==> src/rtl/alu_operand_b_stage.sv <==
// ALU source-B operand select feeding a 2-entry skid buffer.
// Illegal selects produce zero data tagged with an error bit.
module alu_operand_b_stage #(
  parameter int WIDTH     = 32,
  parameter int NUM_SRC   = 5,
  parameter int SEL_W     = 3,
  parameter int CONST_SEL = 1,
  parameter int CONST_VAL = 4
) (
  input  logic                     clk,
  input  logic                     reset,
  input  logic [NUM_SRC*WIDTH-1:0] src_bus,
  input  logic [SEL_W-1:0]         sel,
  input  logic                     in_valid,
  output logic                     in_ready,
  output logic [WIDTH-1:0]         out_data,
  output logic                     out_err,
  output logic                     out_valid,
  input  logic                     out_ready,
  output logic [1:0]               occupancy,
  output logic                     sel_err,
  input  logic                     err_clr
);

  typedef enum logic [1:0] {
    EMPTY = 2'd0,
    ONE   = 2'd1,
    TWO   = 2'd2
  } state_e;

  state_e           state_q, state_d;
  logic [WIDTH-1:0] head_data_q, head_data_d;
  logic             head_err_q, head_err_d;
  logic [WIDTH-1:0] skid_data_q, skid_data_d;
  logic             skid_err_q, skid_err_d;
  logic             sel_err_q, sel_err_d;

  logic [WIDTH-1:0] new_data;
  logic             new_err;
  logic             accept;
  logic             drain;

  // Only slots that match exactly clear the error tag.
  always_comb begin
    new_data = '0;
    new_err  = 1'b1;
    for (int i = 0; i < NUM_SRC; i++) begin
      if (sel == SEL_W'(i)) begin
        new_err = 1'b0;
        if (i == CONST_SEL) begin
          new_data = WIDTH'(CONST_VAL);
        end else begin
          new_data = src_bus[i*WIDTH +: WIDTH];
        end
      end
    end
  end

  assign in_ready  = (state_q != TWO);
  assign out_valid = (state_q != EMPTY);
  assign out_data  = head_data_q;
  assign out_err   = head_err_q;
  assign occupancy = state_q;
  assign sel_err   = sel_err_q;

  assign accept = in_valid & in_ready;
  assign drain  = out_valid & out_ready;

  always_comb begin
    state_d     = state_q;
    head_data_d = head_data_q;
    head_err_d  = head_err_q;
    skid_data_d = skid_data_q;
    skid_err_d  = skid_err_q;
    unique case (state_q)
      EMPTY: begin
        if (accept) begin
          state_d     = ONE;
          head_data_d = new_data;
          head_err_d  = new_err;
        end
      end
      ONE: begin
        if (accept && drain) begin
          head_data_d = new_data;
          head_err_d  = new_err;
        end else if (accept) begin
          state_d     = TWO;
          skid_data_d = new_data;
          skid_err_d  = new_err;
        end else if (drain) begin
          state_d = EMPTY;
        end
      end
      TWO: begin
        if (drain) begin
          state_d     = ONE;
          head_data_d = skid_data_q;
          head_err_d  = skid_err_q;
        end
      end
      default: state_d = EMPTY;
    endcase
  end

  always_comb begin
    sel_err_d = sel_err_q;
    if (accept && new_err) begin
      sel_err_d = 1'b1;
    end else if (err_clr) begin
      sel_err_d = 1'b0;
    end
  end

  always_ff @(posedge clk) begin
    if (reset) begin
      state_q     <= EMPTY;
      head_data_q <= '0;
      head_err_q  <= 1'b0;
      skid_data_q <= '0;
      skid_err_q  <= 1'b0;
      sel_err_q   <= 1'b0;
    end else begin
      state_q     <= state_d;
      head_data_q <= head_data_d;
      head_err_q  <= head_err_d;
      skid_data_q <= skid_data_d;
      skid_err_q  <= skid_err_d;
      sel_err_q   <= sel_err_d;
    end
  end

endmodule

==> config.mk <==
export PLATFORM = sky130hd
export DESIGN_NAME = alu_operand_b_stage
export DESIGN_NICKNAME = d
export VERILOG_FILES = /design/src/rtl/alu_operand_b_stage.sv
export SDC_FILE = /design/constraint.sdc
export NUM_CORES = 1
export LEC_CHECK = 0
export CAP_MARGIN = 40
export CORE_MARGIN = 2
export CORE_UTILIZATION = 40
export DETAILED_ROUTE_END_ITERATION = 8
export PLACE_DENSITY = 0.91
export SLEW_MARGIN = 40
export SYNTH_ARGS = -nofsm -noshare
export SYNTH_HDL_FRONTEND = slang
export SYNTH_SLANG_ARGS = --single-unit
==> constraint.sdc <==
create_clock -name clk -period 2.8 [get_ports clk]
set_clock_uncertainty 0.05 [all_clocks]
set_input_delay 0.42 -clock clk [delete_from_list [all_inputs] [get_ports clk]]
set_output_delay 0.42 -clock clk [all_outputs]
set_load 0.02 [all_outputs]
Yosys cells after proc, flatten, opt, wreduce, memory -nomap -nowiden
Index checks and enable logic that the tools add are counted.
{ "totals": {"wordCells": 57, "ff_bits": 69} }
{ "op_classes": {"reduce_logical": 10, "muxes": 26, "eq_ne": 12, "bitwise_logic": 3} }
{ "ops": {"columns": ["cell", "n"], "rows": [
  ["$mux 32", 8],
  ["$pmux 32 s3", 1],
  ["$mux 1", 10],
  ["$mux 2", 5],
  ["$ne 2x2->1 const B", 5],
  ["$reduce_and 4->1", 2],
  ["$eq 3x2->1 const B", 2],
  ["$pmux 2 s3", 1],
  ["$reduce_bool 2->1", 2],
  ["$eq 3x1->1 const B", 1],
  ["$eq 3x3->1 const B", 1],
  ["$logic_not 3->1", 1],
  ["$ne 3x3->1 const B", 1],
  ["$pmux 1 s3", 1],
  ["$reduce_and 3->1", 1],
  ["$reduce_bool 3->1", 1],
  ["$and 1x1->1", 2],
  ["$eq 2x1->1 const B", 1],
  ["$eq 2x2->1 const B", 1],
  ["$logic_and 1x1->1", 2],
  ["$logic_not 2->1", 1],
  ["$not 1->1", 1]
]} }

Logic depth before layout (Yosys ltp)
Gate-level depths: netlist (run 1).
{ "depth": {"ltp_word": 8, "depth_mapped": 8, "ltp_nobuf": 5} }

Worst setup path before layout (run 1)
Ideal clock, no wire load.
{ "synth_path": {"kind": "in2reg", "start": "in sel[0]", "end": "reg head_data_q[21], in the netlist out_data[21]", "setup_slack_ns": 1.062, "required_ns": 2.664, "path_buffers": 3, "t_arrival_ns": 1.602, "setup_ns": 0.086, "path_stages": 7, "cell_sequence": "buf_6 or2_1 buf_2 buf_6 o22a_1 or2_0 a211oi_1"} }
{ "synth_between": {"elab_chain_len": 8, "word_cells_on_any_way": 13} }
{ "synth_rtl": {"columns": ["element", "line_no", "rtl"], "rows": [
  ["start, declared", "13", "input logic [SEL_W-1:0] sel,"],
  ["$logic_not 3->1", "48", "if (sel == SEL_W'(i)) begin"],
  ["$mux 32 (4 in series)", "48", null],
  ["$mux 32 (*)", "48", null],
  ["$mux 32, on equally long branches", "84, 77", null],
  ["$pmux 32 s3 (*)", "75", "unique case (state_q)"],
  ["end signal, assigned", "125", "head_data_q <= head_data_d;"],
  ["end, declared", "32", "logic [WIDTH-1:0] head_data_q, head_data_d;"]
]} }
Mark *: on every way between the ends. The rest lies on a longest branch, timed or not. The select of a mux whose other input is x is not followed.
A chain may end at the register's enable or synchronous reset.

Worst setup path in the final report (run 1)
{ "layout_path": {"start": "reg state_q[1], in the netlist occupancy[1]", "end": "out in_ready"} }
{ "layout_between": {"elab_chain_len": 1} }
{ "layout_rtl": {"columns": ["element", "line_no", "rtl"], "rows": [
  ["start, declared", "31", "state_e state_q, state_d;"],
  ["start signal, assigned", "124", "state_q <= state_d;"],
  ["$ne 2x2->1", "59", "assign in_ready = (state_q != TWO);"],
  ["end, declared", "15", "output logic in_ready,"]
]} }
Every way passes these cells.

==> key figures, run 1 <==
Run status
  – Outcome: complete, no violations

Critical path
  – Reg-to-reg critical path startpoint: occupancy[1]
  – End point of the critical path: in_ready
  – Startpoint types: flip-flop
  – Kind of capture point of the worst setup path: output pin
  – R2r worst-path depth: 5
  – Worst-path maximum fanout: 13
  – Reg2reg end: out_data[2]
  – Arrival time reported for the critical path endpoint: 1.95 ns
  – Critical Path, Cell by Cell: nor2b_2 -> inv_1 -> clkdlybuf4s50_1
  – Minimum setup slack among reg-to-reg paths: 1.03 ns
  – CP Launch Point: occupancy[1]
  – Critical-path cell with the highest stage delay: sky130_fd_sc_hd__clkdlybuf4s50_1
  – Worst Path Class, Setup: flip-flop to output pin
  – Largest stage delay on the critical path: roughly 0.70 ns
  – Critical Path RT: about 2.3 ns

Floorplan
  – Number of placement rows: 36
  – Die Y: about 100 microns
  – Die width: roughly 100 microns
  – Starting Density: 0.412
  – Die footprint: roughly 0.011 sq mm
  – Core box area: a little under 0.01 sq mm
  – # IOs: 206

Placed design
  – Port buffer count: about 170
  – Count of placed standard cells including taps: 741
  – Final weighted congestion in routability-driven placement: roughly 0.74
  – Final HPWL from detailed placement: about 9.3 mm

Synth
  – Xor and xnor fraction of the mapped netlist area: 0
  – Net count of the mapped netlist: 637
  – Number of warnings reported in the yosys synthesis log: 0
  – Post-synthesis area per instance: approximately 8.6 sq um
  – Share of cell area taken by muxes after synthesis: 0.181
  – Area fraction in compound gates after synthesis: 0.277
  – Post-synth cell types: 30
  – Post-synthesis cell count: about 470
  – Synth Cell Area: 0.00403 sq mm
  – Simple-gate share of the synthesized area: 0.137
  – Top post-synthesis cells by area: sky130_fd_sc_hd__dfxtp_1 (34%), sky130_fd_sc_hd__mux2i_1 (18%), sky130_fd_sc_hd__a211oi_1 (10%), sky130_fd_sc_hd__nor2_1 (6.5%), sky130_fd_sc_hd__o21a_1 (6.0%)
  – Synth top area share: 0.343
  – Share of synthesized cell area in full adder, half adder and majority cells: 0
  – Sequential share of the synthesized area: 0.343
  – Dominant combinational cell family by area after synthesis: compound AO/OA/AOI/OAI gates
  – Cell type with the highest aggregate area in the netlist: sky130_fd_sc_hd__dfxtp_1
  – #FFs+latches synth: 69

Timing
  – Headroom to the max-slew limit: 0.645
  – Final hold viol count: 0
  – Fmax achieved: approximately 410 MHz
  – Final Max Tran Viols: 0
  – Period Utilization, post-route: 0.865
  – Unrepaired setup endpoints after global routing: no
  – TNS Setup: 0 ns
  – Post-route minimum period: about 2.4 ns
  – Final setup violation count: 0
  – Transition time at the pin with the least slew margin: between 0.5 and 0.6 ns

Global route
  – Pin count of the biggest net entering global routing: 52
  – Global-route wire length before repair: about 21 mm
  – Global router's overall resource usage: 0.239
  – Via count of the first global-routing pass: ~4,300
  – Number of antenna violations at the first check in global routing: 0
  – GR Overflow Total: 0

Hold path
  – Class of the worst hold path: flip-flop to flip-flop

Routing
  – Detailed Route Iter0 Violations: between 200 and 250
  – Via-to-Cell Ratio: 5.55
  – Wire length after detailed routing: 13.3 mm
  – Remaining number of nets flagged by the antenna check after routing: 0
  – Residual DRC: 0
  – Number of vias in the routed layout: between 4,000 and 5,000
  – DRT Pass-1 Iters: 5
  – Wirelength per Cell: 17.5 microns

Clock network
  – TritonCTS clock tree: built
  – Post-cts repair resize count: 0
  – Number of buffers on the longest clock path: 2
  – Root Buffer Master: sky130_fd_sc_hd__clkbuf_8
  – Total of hold buffers inserted after clock tree synthesis: 0
  – TritonCTS Sinks: 69
  – Number of post-CTS setup repair buffers: 0
  – Clock buffers created by TritonCTS: 9
  – Clock insertion delay at the later pin of the skew report: ~0.33 ns
  – Deepest level of the CTS H-tree: 3
  – Clock Pin Slew Worst Setup and Hold Paths: ~0.070 ns

Finish
  – Utilization after layout: 0.617
  – Highest-count cells in the layout ignoring fill and taps: sky130_fd_sc_hd__clkdlybuf4s50_1 (170), sky130_fd_sc_hd__mux2i_1 (73), sky130_fd_sc_hd__nor2_1 (70)
  – Total inserted antenna cells: 0
  – Post-layout instance count excluding filler cells: around 760
  – Most common cell after layout, fill and taps aside: sky130_fd_sc_hd__clkdlybuf4s50_1
  – Fraction of final layout cells with drive strength greater than 1: 0.0610
  – Post-layout net count: around 790
  – Area added between synthesis and finish: 49.8%

Power
  – Worst supply voltage drop on vdd: between 0.3 and 0.4 mV
  – Static power due to leakage: 2.25 nW
  – Areal power density over the cells: about 440 mW/mm^2

Run
  – Max capacitance violation total: 0
[cells in the mapped netlist, drive strengths merged]
library cell / n
nand4bb: 1
nor2: 70
or2: 26
inv: 1
a21oi: 3
nand4: 1
clkbuf: 32
o21ai: 33
dfxtp: 69
nor2b: 1
o22ai: 9
nand3: 2
mux2i: 73
a311oi: 1
o21a: 32
o221a: 1
a211oi: 55
buf: 18
nand2: 11
nor3b: 2
nand2b: 4
nand3b: 1
o22a: 23
[cells by family (layout without fill, tap and decap cells)]
| kind of cell | count (synthesis) | count (layout) |
|---|---|---|
| AOI/OAI and AO/OA | 157 | 157 |
| DFF | 69 | 69 |
| and+or+nand+nor | 119 | 119 |
| muxes | 73 | 73 |
| buffers and inverters | 51 | 205 |
[worst max-delay path, delay by kind of cell, from the launching register on]
family,cells,cell delay (ns)
DFF,1,0.39
and+or+nand+nor,1,0.19
buffers and inverters,2,1.04
[per-stage QoR]
step | hold WS, ns | setup slack [ns] | power (mW) | cell area (sq um)
2_1_floorplan | 0.400 | 1.06 | 1.51 | 4030
3_3_place_gp | 0.407 | 0.535 | 1.88 | 5830
3_5_place_dp | 0.424 | 0.470 | 1.91 | 5830
4_1_cts | 0.436 | 0.380 | 2.70 | 6030
5_1_grt | 0.472 | 0.276 | 2.81 | 6030
6_report | 0.447 | 0.377 | 2.68 | 6030
[power by group]
| part | switching, mW | total (mW) | internal (mW) | leakage, nW |
|---|---|---|---|---|
| registers | 0.0384 | 1.09 | 1.05 | 0.565 |
| logic | 0.370 | 0.801 | 0.431 | 1.58 |
| clock network | 0.354 | 0.793 | 0.439 | 0.102 |
[sequential cells by signal, summed over array words and instances (netlist names)]
register,count
occupancy,2
out_data,32
skid_err_q,1
out_err,1
sel_err,1
skid_data_q,32
[worst min path at each step]
stage	from	endpoint	slack, ns	cells past startpoint
after detailed placement	skid_err_q	skid_err_q	0.42	2
after global placement	skid_err_q	skid_err_q	0.41	2
final	sel_err	sel_err	0.45	2
after global routing	sel_err	sel_err	0.47	2
after CTS	skid_err_q	skid_err_q	0.44	2
after floorplan	skid_err_q	skid_err_q	0.40	2
[routing by layer]
metal | track usage | up-vias | wire length (microns)
li1 | - | 2005 | -
met1 | 0.272 | 1973 | 5280
met2 | 0.439 | 202 | 6810
met3 | 0.0620 | 18 | 981
met4 | 0.0666 | 0 | 193
met5 | 0 | - | 0
[cell type report]
| class | instances | area (sq um) |
|---|---|---|
| Fill cell | 832 | 3740 |
| Multi-Input combinational cell | 349 | 2410 |
| Timing Repair Buffer | 189 | 1870 |
| Sequential cell | 69 | 1380 |
| Clock buffer | 15 | 196 |
| Tap cell | 133 | 166 |
| Inverter | 1 | 3.75 |
No activity file was read; power rests on OpenSTA's default activity.
==> run 2, diff against run 1 <==
--- a/config.mk
+++ b/config.mk
@@ -5,8 +5,7 @@
 export SDC_FILE = /design/constraint.sdc
 export NUM_CORES = 1
 export LEC_CHECK = 0
-export CAP_MARGIN = 40
-export CORE_MARGIN = 2
+export CORE_MARGIN = 5
 export CORE_UTILIZATION = 40
 export DETAILED_ROUTE_END_ITERATION = 8
 export PLACE_DENSITY = 0.91
@@ -14,3 +13,4 @@
 export SYNTH_ARGS = -nofsm -noshare
 export SYNTH_HDL_FRONTEND = slang
 export SYNTH_SLANG_ARGS = --single-unit
+export TNS_END_PERCENT = 100
==> run 2 against run 1 <==
Net effect:
- wire length up 1.5%
- combinational power is 0.6% lower
- non-clock buffer count decreased by 1
- critical path type unchanged
- largest power group unchanged
==> key figures, run 2 (synthesis gave the netlist of run 1 again) <==
Run status
  – Outcome: complete, no violations

Timing
  – Headroom to the max-slew limit: 0.637 (-0.00782)
  – Unrepaired setup endpoints after global routing: no
  – Transition time at the pin with the least slew margin: 0.545 ns (+0.0117 ns)
  – Post-route minimum period: 2.42 ns (-0.00268 ns)
  – Final Max Tran Viols: 0 (unchanged)
  – Final hold viol count: 0 (unchanged)
  – Period Utilization, post-route: 0.864 (-0.000956)
  – Final setup violation count: 0 (unchanged)
  – Fmax achieved: 413 MHz (+0.11%)
  – TNS Setup: 0 ns (unchanged)

Placed design
  – Port buffer count: 173 (unchanged)
  – Count of placed standard cells including taps: 740 (-0.13%)
  – Final weighted congestion in routability-driven placement: 0.786 (+6.0%)
  – Final HPWL from detailed placement: 9.59 mm (+3.3%)

Critical path
  – Worst Path Class, Setup: flip-flop to output pin
  – Critical-path cell with the highest stage delay: sky130_fd_sc_hd__clkdlybuf4s50_1
  – Kind of capture point of the worst setup path: output pin
  – Count of buffer and inverter cells on the critical path: 2 (unchanged)
  – Minimum setup slack among reg-to-reg paths: 0.93 ns (-0.10 ns)
  – Reg-to-reg critical path startpoint: occupancy[0]
  – Startpoint types: flip-flop
  – Critical Path RT: 2.33 ns (about the same)
  – Critical Path, Cell by Cell: nor2b_2 -> inv_1 -> clkdlybuf4s50_1
  – Reg2reg end: skid_data_q[27]
  – Cell type group with the largest total delay on the critical path: buffers and inverters
  – Largest stage delay on the critical path: 0.70 ns (about the same)
  – Worst-path maximum fanout: 13 (unchanged)
  – Arrival time reported for the critical path endpoint: 1.95 ns (about the same)
  – R2r worst-path depth: 5 (unchanged)

Finish
  – Most common cell after layout, fill and taps aside: sky130_fd_sc_hd__clkdlybuf4s50_1
  – Area of the multi-input gates: 0.00241 sq mm (+0.31%)
  – Fraction of final layout cells with drive strength greater than 1: 0.0580 (-0.00302)
  – Post-layout instance count excluding filler cells: 754 (-0.26%)
  – Highest-count cells in the layout ignoring fill and taps: sky130_fd_sc_hd__clkdlybuf4s50_1 (170), sky130_fd_sc_hd__mux2i_1 (73), sky130_fd_sc_hd__nor2_1 (70)
  – Seq. cell area: 0.00138 sq mm (unchanged)
  – Post-layout net count: 786 (-0.13%)
  – Number of fill cells in the layout: 858 (+3.1%)
  – Total inserted antenna cells: 0 (unchanged)
  – Area added between synthesis and finish: 48.4%

Clock network
  – Clock Pin Slew Worst Setup and Hold Paths: 0.07 ns (about the same)
  – Number of post-CTS setup repair buffers: 0 (unchanged)
  – Total of hold buffers inserted after clock tree synthesis: 0 (unchanged)
  – Root Buffer Master: sky130_fd_sc_hd__clkbuf_8
  – TritonCTS Sinks: 69 (unchanged)
  – Number of buffers on the longest clock path: 2 (unchanged)
  – Clock buffers created by TritonCTS: 9 (unchanged)
  – Clock insertion delay at the later pin of the skew report: 0.33 ns (about the same)
  – Post-cts repair resize count: 0 (unchanged)
  – TritonCTS clock tree: built
  – Deepest level of the CTS H-tree: 3 (unchanged)

Power
  – Areal power density over the cells: 432 mW/mm^2 (-2.9%)
  – Static power due to leakage: 2.22 nW (-1.2%)
  – Worst supply voltage drop on vdd: 0.236 mV (-22%)

Global route
  – Number of antenna violations at the first check in global routing: 0 (unchanged)
  – GR Overflow Total: 0 (unchanged)
  – Global router's overall resource usage: 0.215 (-0.0245)
  – Via count of the first global-routing pass: 4,200 (-2.3%)
  – Global-route wire length before repair: 20.6 mm (-3.7%)
  – Pin count of the biggest net entering global routing: 42 (-19%)

Floorplan
  – Die footprint: 0.0122 sq mm (+12%)
  – Die Y: 110 microns (+5.8%)
  – # IOs: 206 (unchanged)
  – Die width: 110 microns (+5.8%)
  – Starting Density: 0.412 (unchanged)
  – Number of placement rows: 36 (unchanged)
  – Core box area: 0.00977 sq mm (unchanged)

Hold path
  – Class of the worst hold path: flip-flop to flip-flop
  – Startpoint of the tightest hold check path: skid_err_q
  – Hold Path Stages: 2 (unchanged)
  – Hold Path End: skid_err_q

Routing
  – Detailed Route Iter0 Violations: 241 (+6.6%)
  – DRT Pass-1 Iters: 4 (-1)
  – Wire length after detailed routing: 13.5 mm (+1.5%)
  – Remaining number of nets flagged by the antenna check after routing: 0 (unchanged)
  – Wirelength per Cell: 17.9 microns (+1.8%)
  – Residual DRC: 0 (unchanged)
  – Number of vias in the routed layout: 4,142 (-1.3%)
  – Via-to-Cell Ratio: 5.49 (-1.1%)

Run
  – Max capacitance violation total: 0 (unchanged)
run 2: cell count changes in the layout (fill, tap and decap cells not counted), sizes merged:
cell / before / now
clkbuf: 15 / 12
clkinv: 0 / 2
buf: 19 / 18
run 2: report_power, final:
part | leakage [nW] | switching, mW | internal (mW)
clock network | 0.0881 | 0.340 | 0.358
logic | 1.57 | 0.368 | 0.428
registers | 0.565 | 0.0381 | 1.05
total | 2.22 | 0.746 | 1.84
run 2: per-layer routing:
layer  vias up  global-route usage  wire length, microns
li1       2001                   -                     -
met1      1961               0.255                  5360
met2       159               0.382                  6850
met3        21              0.0402                  1000
met4         0              0.0827                   262
met5         -                   0                     0
run 2: worst min-delay path: cells and delay by family, from the launching register on:
kind	cells	cell delay (ns)
DFF	1	0.31
and+or+nand+nor	1	0.06
AOI/OAI and AO/OA	1	0.06
run 2: area by class of cell:
cell class                 count  share of cell area
multi-input combinational    349               0.404
timing repair buffer         188               0.308
sequential                    69               0.231
tap                          133              0.0279
clock buffer                  12              0.0260
clock inverter                 2             0.00168
inverter                       1            0.000628
run 2: how the worst max path moves through the flow:
stage                       from            to  slack [ns]  depth (start not counted)
CTS                 occupancy[1]      in_ready        0.39                          3
global route        occupancy[1]      in_ready        0.30                          3
detailed placement        sel[0]  out_data[15]        0.52                          6
floorplan                 sel[0]  out_data[21]        1.06                          7
finish              occupancy[1]      in_ready        0.38                          3
global placement       out_ready       out_err        0.63                          6
run 2: metrics by stage:
step           setup WS, ns  hold WS [ns]  utilization  cell area, sq um  power [mW]
6_report              0.380         0.424        0.611              5970        2.58
5_1_grt               0.300         0.441        0.611              5970        2.71
3_3_place_gp          0.629         0.408        0.594              5810        1.88
4_1_cts               0.385         0.425        0.611              5970        2.60
3_5_place_dp          0.522         0.409        0.594              5810        1.91
2_1_floorplan          1.06         0.400            -              4030        1.51
